`src/rtl/pulse_sequencer.sv`:
```
// Circular N-phase pulse distributor with per-phase start/memory-read wait masks.
// Optional memory-reply timeout and ERROR state enabled by `define PULSE_SEQ_TIMEOUT_EN.
module pulse_sequencer #(
  parameter int unsigned NPHASE = 8,
  parameter int unsigned TO_W   = 8,
  parameter int unsigned TO_CYC = 200,
  localparam int unsigned PW    = $clog2(NPHASE)
) (
  input  logic              clk,
  input  logic              resetn,
  input  logic [NPHASE-1:0] wait_start_mask,
  input  logic [NPHASE-1:0] mem_read_mask,
  input  logic              start_pulse,
  input  logic              mem_reply,
  input  logic              err_clear,
  output logic [PW-1:0]     cur_phase,
  output logic [NPHASE-1:0] at_phase,
  output logic [NPHASE-1:0] entering_phase,
  output logic              mem_read,
  output logic [NPHASE-1:0] mem_data_valid,
  output logic              operate_pulse,
  output logic              mem_timeout
);

  typedef enum logic [0:0] {StRun, StError} state_e;

  state_e        state_q, state_d;
  logic [PW-1:0] phase_q, phase_d;
  logic          first_q, first_d;
  logic          wait_q, wait_d;
  logic          mem_q, mem_d;
  logic          got_start_q, got_start_d;
  logic          got_reply_q, got_reply_d;

  logic          run;
  logic          wait_eff;
  logic          mem_eff;
  logic          start_acc;
  logic          reply_acc;
  logic          advance;
  logic [PW-1:0] next_phase;

  assign run = (state_q == StRun);

  // On the first cycle of a phase the live mask bits stand in for the latched ones.
  assign wait_eff = first_q ? wait_start_mask[phase_q] : wait_q;
  assign mem_eff  = first_q ? mem_read_mask[phase_q]   : mem_q;

  assign start_acc = run && wait_eff && start_pulse;
  assign reply_acc = run && mem_eff && !got_reply_q && mem_reply;
  assign advance   = run && (!mem_eff || got_reply_q || mem_reply)
                         && (!wait_eff || got_start_q || start_pulse);

  assign next_phase = (phase_q == PW'(NPHASE - 1)) ? '0 : phase_q + PW'(1);

  assign cur_phase      = phase_q;
  assign at_phase       = run ? (NPHASE'(1) << phase_q) : '0;
  assign entering_phase = advance ? (NPHASE'(1) << next_phase) : '0;
  assign mem_read       = run && first_q && mem_read_mask[phase_q];
  assign mem_data_valid = reply_acc ? (NPHASE'(1) << phase_q) : '0;
  assign operate_pulse  = run && (phase_q == PW'(NPHASE - 1));

`ifdef PULSE_SEQ_TIMEOUT_EN
  logic [TO_W-1:0] to_cnt_q, to_cnt_d;
  logic            tmo_q, tmo_d;

  assign mem_timeout = tmo_q;
`else
  logic            unused_err_clear;
  logic [TO_W-1:0] unused_to_cyc;

  assign unused_err_clear = err_clear;
  assign unused_to_cyc    = TO_W'(TO_CYC);
  assign mem_timeout      = 1'b0;
`endif

  always_comb begin
    state_d     = state_q;
    phase_d     = phase_q;
    first_d     = 1'b0;
    wait_d      = wait_eff;
    mem_d       = mem_eff;
    got_start_d = got_start_q | start_acc;
    got_reply_d = got_reply_q | reply_acc;
`ifdef PULSE_SEQ_TIMEOUT_EN
    to_cnt_d    = to_cnt_q;
    tmo_d       = tmo_q;
`endif
    if (run) begin
      if (advance) begin
        phase_d     = next_phase;
        first_d     = 1'b1;
        wait_d      = 1'b0;
        mem_d       = 1'b0;
        got_start_d = 1'b0;
        got_reply_d = 1'b0;
`ifdef PULSE_SEQ_TIMEOUT_EN
        to_cnt_d    = '0;
`endif
      end
`ifdef PULSE_SEQ_TIMEOUT_EN
      // A reply on the cycle the count hits the limit wins over the timeout.
      else if (mem_eff && !got_reply_q && !mem_reply) begin
        if (to_cnt_q == TO_W'(TO_CYC)) begin
          state_d = StError;
          tmo_d   = 1'b1;
        end else begin
          to_cnt_d = to_cnt_q + TO_W'(1);
        end
      end
`endif
    end
`ifdef PULSE_SEQ_TIMEOUT_EN
    else if (err_clear) begin
      // Re-enter the frozen phase as if freshly entered so the read is re-issued.
      state_d     = StRun;
      first_d     = 1'b1;
      wait_d      = 1'b0;
      mem_d       = 1'b0;
      got_start_d = 1'b0;
      got_reply_d = 1'b0;
      to_cnt_d    = '0;
    end
`endif
  end

  always_ff @(posedge clk) begin
    if (!resetn) begin
      state_q     <= StRun;
      phase_q     <= '0;
      first_q     <= 1'b1;
      wait_q      <= 1'b0;
      mem_q       <= 1'b0;
      got_start_q <= 1'b0;
      got_reply_q <= 1'b0;
`ifdef PULSE_SEQ_TIMEOUT_EN
      to_cnt_q    <= '0;
      tmo_q       <= 1'b0;
`endif
    end else begin
      state_q     <= state_d;
      phase_q     <= phase_d;
      first_q     <= first_d;
      wait_q      <= wait_d;
      mem_q       <= mem_d;
      got_start_q <= got_start_d;
      got_reply_q <= got_reply_d;
`ifdef PULSE_SEQ_TIMEOUT_EN
      to_cnt_q    <= to_cnt_d;
      tmo_q       <= tmo_d;
`endif
    end
  end

endmodule

```
`config.mk`:
```
export PLATFORM = sky130hd
export DESIGN_NAME = pulse_sequencer
export DESIGN_NICKNAME = d
export VERILOG_FILES = /design/src/rtl/pulse_sequencer.sv
export SDC_FILE = /design/constraint.sdc
export NUM_CORES = 1
export LEC_CHECK = 0
export CORE_MARGIN = 4
export CORE_UTILIZATION = 38
export DETAILED_ROUTE_END_ITERATION = 12
export GPL_ROUTABILITY_DRIVEN = 0
export PLACE_DENSITY = 0.87
export SYNTH_ARGS = -nofsm -noshare
export SYNTH_HDL_FRONTEND = slang
export SYNTH_SLANG_ARGS = --single-unit
```
`constraint.sdc`:
```
create_clock -name clk -period 4.3 [get_ports clk]
set_input_delay 0.645 -clock clk [delete_from_list [all_inputs] [get_ports clk]]
set_output_delay 0.645 -clock clk [all_outputs]
set_load 0.05 [all_outputs]
```
==> run metrics <==
IO buf count 48; CTS sink cnt 8; flops & latches, synth 8; cts bufs inserted 3; Final period util 87.1%; most common cell after layout, fill and taps aside clkdlybuf4s50_1; CP top delay family flip-flops; Place WS 0.601 ns; final setup violation count 0; area delta synth->final 56.6%; critical path peak fanout 18; global-route wire length before repair around 3500 um; vias per cell roughly 5; CTS tree built; Slew @ Worst Pin slightly above 0.7 ns; Post-CTS Hold Buffers 0; commonest cells after routing, fill and taps aside clkdlybuf4s50_1 (40), nand2_1 (9), mux2i_1 (8), dfxtp_1 (8), buf_4 (8); vias after detailed routing 830; CP Class reg2out; Hold Path End got_reply_q; Initial Utilization between 40% and 50%; initial antenna violation count 0; DIE WIDTH roughly 54 um; Tot GR Track Use 16.1%; Mapped Area approximately 790 sq um; Top-Level Pins roughly 50; FILL cells around 170; switch share 55.8%; post-route setup slack 0.553 ns; Final Max Slew Viols 0; Seq/Total Area, Yosys just over 20%; total net switching power around 0.42 mW; CP Launch Type flip-flop; clock slew at reported path FFs ~0.05 ns; final WL 2240 um; Sequential Power Share approximately 18%; H-tree depth 1; Net count, final about 170; total inserted antenna cells 0; Final Util between 60% and 70%; reg-to-reg endpoint got_start_q; Synth cell types 27; reg2reg path depth 4; Synthesized Nets between 100 and 150; CP Cell Sequence mux4_2, o21a_1, o211a_1, and3_1, clkdlybuf4s50_1; grt total ovfl 0; Hold Startpoint got_reply_q; Cell Area, Placed approximately 1200 sq um; setup bufs post-CTS 0; layout cells sized above 1 a little under a tenth; Fin. Hold Viols 0; Comb pwr share about three quarters; CP arrival around 3.1 ns; CTS max path bufs 2; Clock Latency Late Sink roughly 0.25 ns; Syn Inst Count 96; Leak roughly 0.56 nW; VDD IR max slightly below 0.4 mV; slowest cell delay on critical path around 0.77 ns; Cell Int Power about 0.34 mW; die area 2860 sq um; post-cts sizing count 0; HP Class reg2reg; Final min period roughly 3.7 ns; Max Cap Viol 0; Slew headroom between 50% and 60%; pwr dens 617 nW/um^2; CP bufs+invs 1; Clk network pwr share approximately 7.2%; sequential cell area between 150 and 200 sq um; detailed-route wire length per cell about 13 um; antenna viol nets, final 0; clock root buffer master clkbuf_4; RSZ-0062 raised after global routing no; drt first-iter violations 22; status finished clean; pin count of the biggest net entering global routing 19; Pre-antenna DRT Iters 4; total core area approximately 2000 sq um; Critical-path top delay cell dfxtp_1; Die Height about 54 um; Final Cell Area approximately 1200 sq um; R2R setup slack between 1.5 and 2 ns; Hold Crit Depth 1; vias in the first global route around 800; Worst Path Required roughly 3.7 ns; Worst setup EP type primary output; DP HPWL 1800 um; mean post-synth cell area about 8.2 sq um; FF-to-FF Start cur_phase[0]; synth warn 0; DRC viols 0; Cell Rows 16; area of the multi-input gates around 530 sq um; Clock Skews around 0.0036 ns; fmax about 0.27 GHz
==> synth_stat cells, drive strengths merged <==
cell / n / area [sq um]
a21oi: 2 / 10.0
a221o: 2 / 20.0
a221oi: 1 / 8.76
a22oi: 1 / 7.51
and2: 5 / 31.3
and3: 7 / 43.8
and3b: 1 / 8.76
buf: 6 / 63.8
clkbuf: 2 / 7.51
conb: 1 / 3.75
dfxtp: 8 / 160
ha: 6 / 75.1
inv: 7 / 26.3
mux2: 1 / 11.3
mux2i: 8 / 80.1
mux4: 1 / 22.5
nand2: 9 / 33.8
nor2: 7 / 26.3
nor2b: 6 / 37.5
nor3: 6 / 30.0
nor4b: 2 / 17.5
o211a: 3 / 30.0
o21a: 1 / 7.51
o2bb2ai: 2 / 17.5
or3: 1 / 6.26
==> cell families after synthesis <==
kind of cell | count (synthesis) | share of synthesized area, %
muxes | 10 | 14.5
AOI/OAI and AO/OA | 12 | 12.9
other | 1 | 0.476
DFF | 8 | 20.3
buffers and inverters | 15 | 12.4
and+or+nand+nor | 44 | 29.9
adders and majority gates | 6 | 9.54
==> worst max-delay path by stage <==
stage | end | slack (ns) | depth (start not counted) | startpoint
after global routing | mem_data_valid[5] | 0.36 | 6 | cur_phase[0]
after floorplan | entering_phase[3] | -0.24 | 6 | cur_phase[0]
final | mem_data_valid[5] | 0.55 | 5 | cur_phase[0]
after detailed placement | mem_data_valid[5] | 0.60 | 7 | mem_read_mask[0]
after CTS | mem_data_valid[5] | 0.52 | 5 | cur_phase[0]
after global placement | mem_data_valid[4] | 0.64 | 7 | mem_read_mask[1]
==> worst reg2reg max path: cells and delay by family, from the launching register on <==
kind / cells / cell delay (ns)
simple gates: 1 / 0.29
mux: 1 / 0.60
flops: 1 / 0.77
compound gates: 2 / 0.78
==> power groups by stage <==
stage / combinational (mW) / clock (mW) / sequential (mW)
final: 0.566 / 0.0551 / 0.139
after floorplan: 0.446 / 0 / 0.142
after global placement: 0.555 / 0 / 0.139
after global routing: 0.609 / 0.0616 / 0.146
after detailed placement: 0.567 / 0 / 0.141
after CTS: 0.569 / 0.0567 / 0.140
==> layout make-up <==
cell class | count | share of cell area (%)
clock buffer | 3 | 1.83
inverter | 7 | 2.13
multi-input combinational | 73 | 42.9
sequential | 8 | 13.0
tap | 27 | 2.74
timing repair buffer | 48 | 37.4
==> registers in the layout, summed over array words and instances, names as in the netlist <==
signal,flops
cur_phase,3
first_q,1
got_reply_q,1
got_start_q,1
mem_q,1
wait_q,1
==> stage by stage <==
| stage | power, mW | hold WS, ns | std cells | TNS (ns) |
|---|---|---|---|---|
| global placement | 0.694 | 0.509 | 163 | 0 |
| global route | 0.816 | 0.550 | 166 | 0 |
| floorplan | 0.588 | 0.494 | 96 | -0.474 |
| CTS | 0.765 | 0.532 | 166 | 0 |
| detailed placement | 0.709 | 0.521 | 163 | 0 |
| finish | 0.760 | 0.525 | 166 | 0 |
==> routing by layer <==
| layer | track usage, % | part of all wire, % |
|---|---|---|
| met4 | 5.11 | 0.67 |
| met2 | 30.2 | 46 |
| met3 | 3.10 | 9.5 |
| met5 | 0 | 0 |
| met1 | 17.9 | 44 |
No activity file was read; power rests on OpenSTA's default activity.
==> RTL edit 1, RTL diff (config.mk and constraints unchanged) <==
Reset style: asynchronous (`resetn`), changed in one clocked block.
--- a/src/rtl/pulse_sequencer.sv
+++ b/src/rtl/pulse_sequencer.sv
@@ -126,3 +126,3 @@
 
-  always_ff @(posedge clk) begin
+  always_ff @(posedge clk or negedge resetn) begin
     if (!resetn) begin
Check against the original RTL: differs if resetn is asserted again (counterexample within 4 cycles, from zero or initial values and one cycle with resetn low); with resetn held inactive, the same outputs for 10 cycles.
==> RTL edit 1 against the original RTL <==
- cell count fell by 3.6%
- global-route usage shrank 1.9 points
- final area increased by 6.1%
- sequential cell count stayed put
- area after synthesis rose by 4.5%
- setup slack lost 0.045 ns
- die area rose by 3.8%
- routed wire length shrank 7.1%
- critical endpoint is now mem_data_valid[0]
Power is not shown: default switching activity piles up to over one toggle a cycle in this logic, so the estimate is an artifact.
==> RTL edit 1: results (changes against the original RTL) <==
Synth
  – Yosys cell types: 33 (was 27)
  – Sequential fraction of the synthesis area: 0.2451 (was 0.2035)
  – Synth top area cells: dfrtp_1 (21%), ha_1 (9.1%), and2_1 (6.8%), mux2i_1 (6.1%), mux4_2 (5.5%) (was dfxtp_1 (20%), mux2i_1 (10%), ha_1 (9.5%), and3_1 (5.6%), nor2b_1 (4.8%))
  – Mapped Nets: 113 (was 123)
  – Top post-synthesis cells by count: and2_1 (9), dfrtp_1 (7), inv_1 (7) (was nand2_1 (9), dfxtp_1 (8), mux2i_1 (8))
  – Prevailing post-synth register cell: dfrtp_1 (was dfxtp_1)
  – Ys Warns: 0 (unchanged)
  – Async SR Flop Fraction: 1.000 (was 0)

Global route
  – Number of global-route vias before repair: 711 (was 796)
  – GRT Util Overall: 0.1422 (was 0.1612)
  – First-pass GRT wire length: 3.077 mm (was 3.484 mm)
  – Largest net degree at the start of global routing: 16 (was 19)

Critical path
  – Worst r2r dst: cur_phase[0]$_DFFE_PN0P_ (was got_start_q$_SDFF_PP0_)
  – R2R Path Start: cur_phase[0]$_DFFE_PN0P_ (was cur_phase[0]$_SDFFE_PN0P_)
  – R2R depth: 5 (was 4)
  – WP data arrival: 3.15 ns (was 3.10 ns)
  – CP max stage cell: dfrtp_1 (was dfxtp_1)
  – R2R setup slack: 1.63 ns (was 1.74 ns)
  – CP max stage delay: 0.72 ns (was 0.77 ns)
  – Crit-path max FO: 15 (was 18)
  – CP endpoint: mem_data_valid[0] (was mem_data_valid[5])

Placed design
  – Dpl hpwl: 1.750 mm (was 1.796 mm)
  – Area post-placement: 1281 um^2 (was 1210 um^2)

Finish
  – # nets final: 161 (was 168)
  – Share of layout cells above drive strength 1: 0.1504 (was 0.09353)
  – Diodes inserted: 0 (unchanged)
  – Number of flip-flops in the largest register: 3 (unchanged)

Routing
  – Vias: 784 (was 830)
  – DRT iter0 DRCs: 14 (was 22)
  – Detailed-route wire length: 2.076 mm (was 2.235 mm)

Clock network
  – Worst-Skew Late Latency: 0.25 ns (about the same)
  – CTS Buf Count: 3 (unchanged)

Timing
  – Worst slew pin tran: 0.6039 ns (was 0.7126 ns)
  – Final hold slack: 0.5009 ns (was 0.5246 ns)
  – Clock Skew: 0.007671 ns (was 0.003618 ns)

Hold path
  – WHS Endpoint: got_start_q$_DFF_PN0_ (was got_reply_q$_SDFF_PP0_)
  – Worst hold stages: 2 (was 1)
  – Worst hold start: got_start_q$_DFF_PN0_ (was got_reply_q$_SDFF_PP0_)

Status
  – Status: finished clean (unchanged)
==> RTL edit 1: changes by cell type after synthesis, moves of 3 or more <==
cell and delta:
dfxtp_1 -8, dfrtp_1 +7, nand2_1 -6, nor3_1 -5, and2_1 +4, and3_1 -4, a21oi_1 +3, and4_1 +3
and4b_1 +3, mux2i_1 -3, o211a_1 -3
==> RTL edit 1: layer usage <==
metal,vias to the layer above,track usage,routed length (um)
met2,38,0.2729,1051
met5,-,0,0
met1,349,0.1517,802
met4,0,0.04979,0
met3,0,0.02725,221
li1,397,-,-
==> RTL edit 1: cells by family (layout without fill, tap and decap cells) <==
kind of cell | after synthesis | in the layout | share of synthesized area
fa+ha+maj | 6 | 6 | 0.09132
compound gates | 10 | 10 | 0.1248
other cells | 1 | 1 | 0.004562
simple gates | 40 | 40 | 0.3166
flops | 8 | 8 | 0.2451
mux | 9 | 9 | 0.1431
buf+inv | 12 | 59 | 0.07457
==> RTL edit 1: area by class of cell <==
class	count	area (um^2)
well taps	27	33.78
fillers	173	694.4
clock buffers	4	26.28
repair buffers	48	460.4
multi-input cells	66	559.3
inverters	7	26.28
flip-flops and latches	8	201.4
==> RTL edit 1: worst max-delay path, delay by kind of cell (launching register included) <==
kind | cells | cell delay, ns
flip-flops | 1 | 0.72
buffers and inverters | 1 | 0.69
multiplexers | 1 | 0.60
AND/OR/NAND/NOR | 3 | 0.59
AO/OA/AOI/OAI | 1 | 0.30
==> RTL edit 1: per-stage QoR <==
step,std cells,worst slack [ns]
after floorplan,86,0.8770
after global placement,156,0.6063
after detailed placement,156,0.5354
after CTS,160,0.4760
after global routing,160,0.2946
final,160,0.5082
==> RTL edit 2, RTL diff (config.mk and constraints unchanged) <==
Made on the original files. The parameter `NPHASE` goes from 8 to 16.
--- a/src/rtl/pulse_sequencer.sv
+++ b/src/rtl/pulse_sequencer.sv
@@ -3,3 +3,3 @@
 module pulse_sequencer #(
-  parameter int unsigned NPHASE = 8,
+  parameter int unsigned NPHASE = 16,
   parameter int unsigned TO_W   = 8,
Ports: changed (6 resized); port bits go from 51 to 92. No check against the original RTL was run, so the function may have changed too.
==> RTL edit 2 against the original RTL <==
- routed wire length is 93% higher
- largest power group unchanged
- critical endpoint is now entering_phase[8]
- global-route usage is 2.7 points higher
- area after synthesis is 69% higher
- synthesized cell count is 70% higher
- final area is 78% higher
- setup slack worse by 0.28 ns
- total power is 42% higher
- sequential cell count is 1 higher
==> RTL edit 2: results (changes against the original RTL) <==
Status
  – Status: finished clean (unchanged)

Synth
  – Xor and xnor area share after synthesis: 0.006567 (was 0)
  – Mapped Cells: 163 (was 96)
  – Mapped Nets: 206 (was 123)
  – Yosys cell types: 49 (was 27)
  – Adder-cell share of the synthesized area: 0.05629 (was 0.09539)
  – Post-synthesis mux area share: 0.1238 (was 0.1447)

Pwr
  – Leak Pwr: 0.9147 nW (was 0.5643 nW)
  – Sw Pwr: 629.4 uW (was 424.4 uW)
  – Peak supply drop: 519.4 uV (was 392.3 uV)

Global route
  – Number of global-route vias before repair: 1,405 (was 796)
  – Met2 Use GR: 0.3276 (was 0.3020)
  – First-pass GRT wire length: 6.713 mm (was 3.484 mm)
  – Met3 Use GR: 0.04825 (was 0.03099)
  – Met1 usage: 0.2390 (was 0.1792)

Finish
  – Fraction of area in multi-input gates: 0.4726 (was 0.4294)
  – Share of layout cells above drive strength 1: 0.1984 (was 0.09353)
  – Buffers, non-clock: 92 (was 48)
  – Buffering overhead: 0.3961 (was 0.3736)
  – Multi-input gate area: 1036 um^2 (was 529.3 um^2)
  – Final clock-cell share: 0.01256 (was 0.01827)
  – Storage element area: 180.2 um^2 (was 160.2 um^2)
  – Multi-input gate count: 136 (was 73)

Critical path
  – Crit-path max FO: 13 (was 18)
  – WP data arrival: 3.39 ns (was 3.10 ns)
  – CP max stage delay: 0.80 ns (was 0.77 ns)
  – R2R Path Start: cur_phase[1]$_SDFFE_PN0P_ (was cur_phase[0]$_SDFFE_PN0P_)
  – Crit path from: cur_phase[1]$_SDFFE_PN0P_ (was cur_phase[0]$_SDFFE_PN0P_)
  – CP max stage cell: clkdlybuf4s50_1 (was dfxtp_1)

Routing
  – DRT iter0 DRCs: 53 (was 22)
  – Vias per cell: 5.232 (was 5.000)
  – Detailed-route wire length: 4.317 mm (was 2.235 mm)
  – Vias: 1,533 (was 830)

Timing
  – Slew margin rel.: 0.4067 (was 0.5243)

Clock network
  – Clock-pin slew of the registers on the worst-case setup and hold paths: 0.07 ns (was 0.05 ns)
  – TritonCTS sink count: 9 (was 8)

Placed design
  – Place WS: 0.3566 ns (was 0.6012 ns)
  – Number of port buffers: 89 (was 48)
  – Dpl hpwl: 3.526 mm (was 1.796 mm)
  – Area post-placement: 2165 um^2 (was 1210 um^2)

Hold path
  – Worst hold start: got_start_q$_SDFF_PP0_ (was got_reply_q$_SDFF_PP0_)
-- RTL edit 2: cell count changes in the layout (fill, tap and decap cells not counted), moves of 4 or more --
cell | before | now
a21oi_1 | 2 | 7
and2_1 | 5 | 16
and3_1 | 7 | 19
and4_1 | 0 | 4
buf_4 | 8 | 21
clkdlybuf4s50_1 | 40 | 71
mux2i_1 | 8 | 12
nand3_1 | 0 | 5
nor3b_1 | 0 | 4
-- RTL edit 2: per-layer routing --
layer / part of all wire / vias up / wire length [um]
met5: 0 / - / 0
met1: 0.42 / 710 / 1798
li1: - / 767 / -
met3: 0.075 / 4 / 324
met2: 0.50 / 52 / 2159
met4: 0.0079 / 0 / 34
-- RTL edit 2: final timing paths --
| path | to | slack, ns | cells past startpoint |
|---|---|---|---|
| max | entering_phase[8] | 0.27 | 9 |
| min | got_start_q$_SDFF_PP0_ | 0.54 | 2 |
| max reg2reg | got_reply_q$_SDFF_PP0_ | 1.83 | 8 |
| min reg2reg | got_start_q$_SDFF_PP0_ | 0.54 | 2 |
-- RTL edit 2: cells by family (layout without fill, tap and decap cells) --
family | count (synthesis) | count (layout)
muxes | 16 | 16
other | 1 | 1
AOI/OAI and AO/OA | 28 | 28
adders and majority gates | 6 | 6
DFF | 9 | 9
buffers and inverters | 18 | 102
xor gates and xnor gates | 1 | 1
and+or+nand+nor | 84 | 84
-- RTL edit 2: power groups by stage --
stage | sequential [mW] | clock [mW] | combinational [mW]
finish | 0.153 | 0.0655 | 0.865
global route | 0.160 | 0.0696 | 0.932
CTS | 0.152 | 0.0671 | 0.869
detailed placement | 0.154 | 0 | 0.867
global placement | 0.152 | 0 | 0.853
floorplan | 0.169 | 0 | 0.633
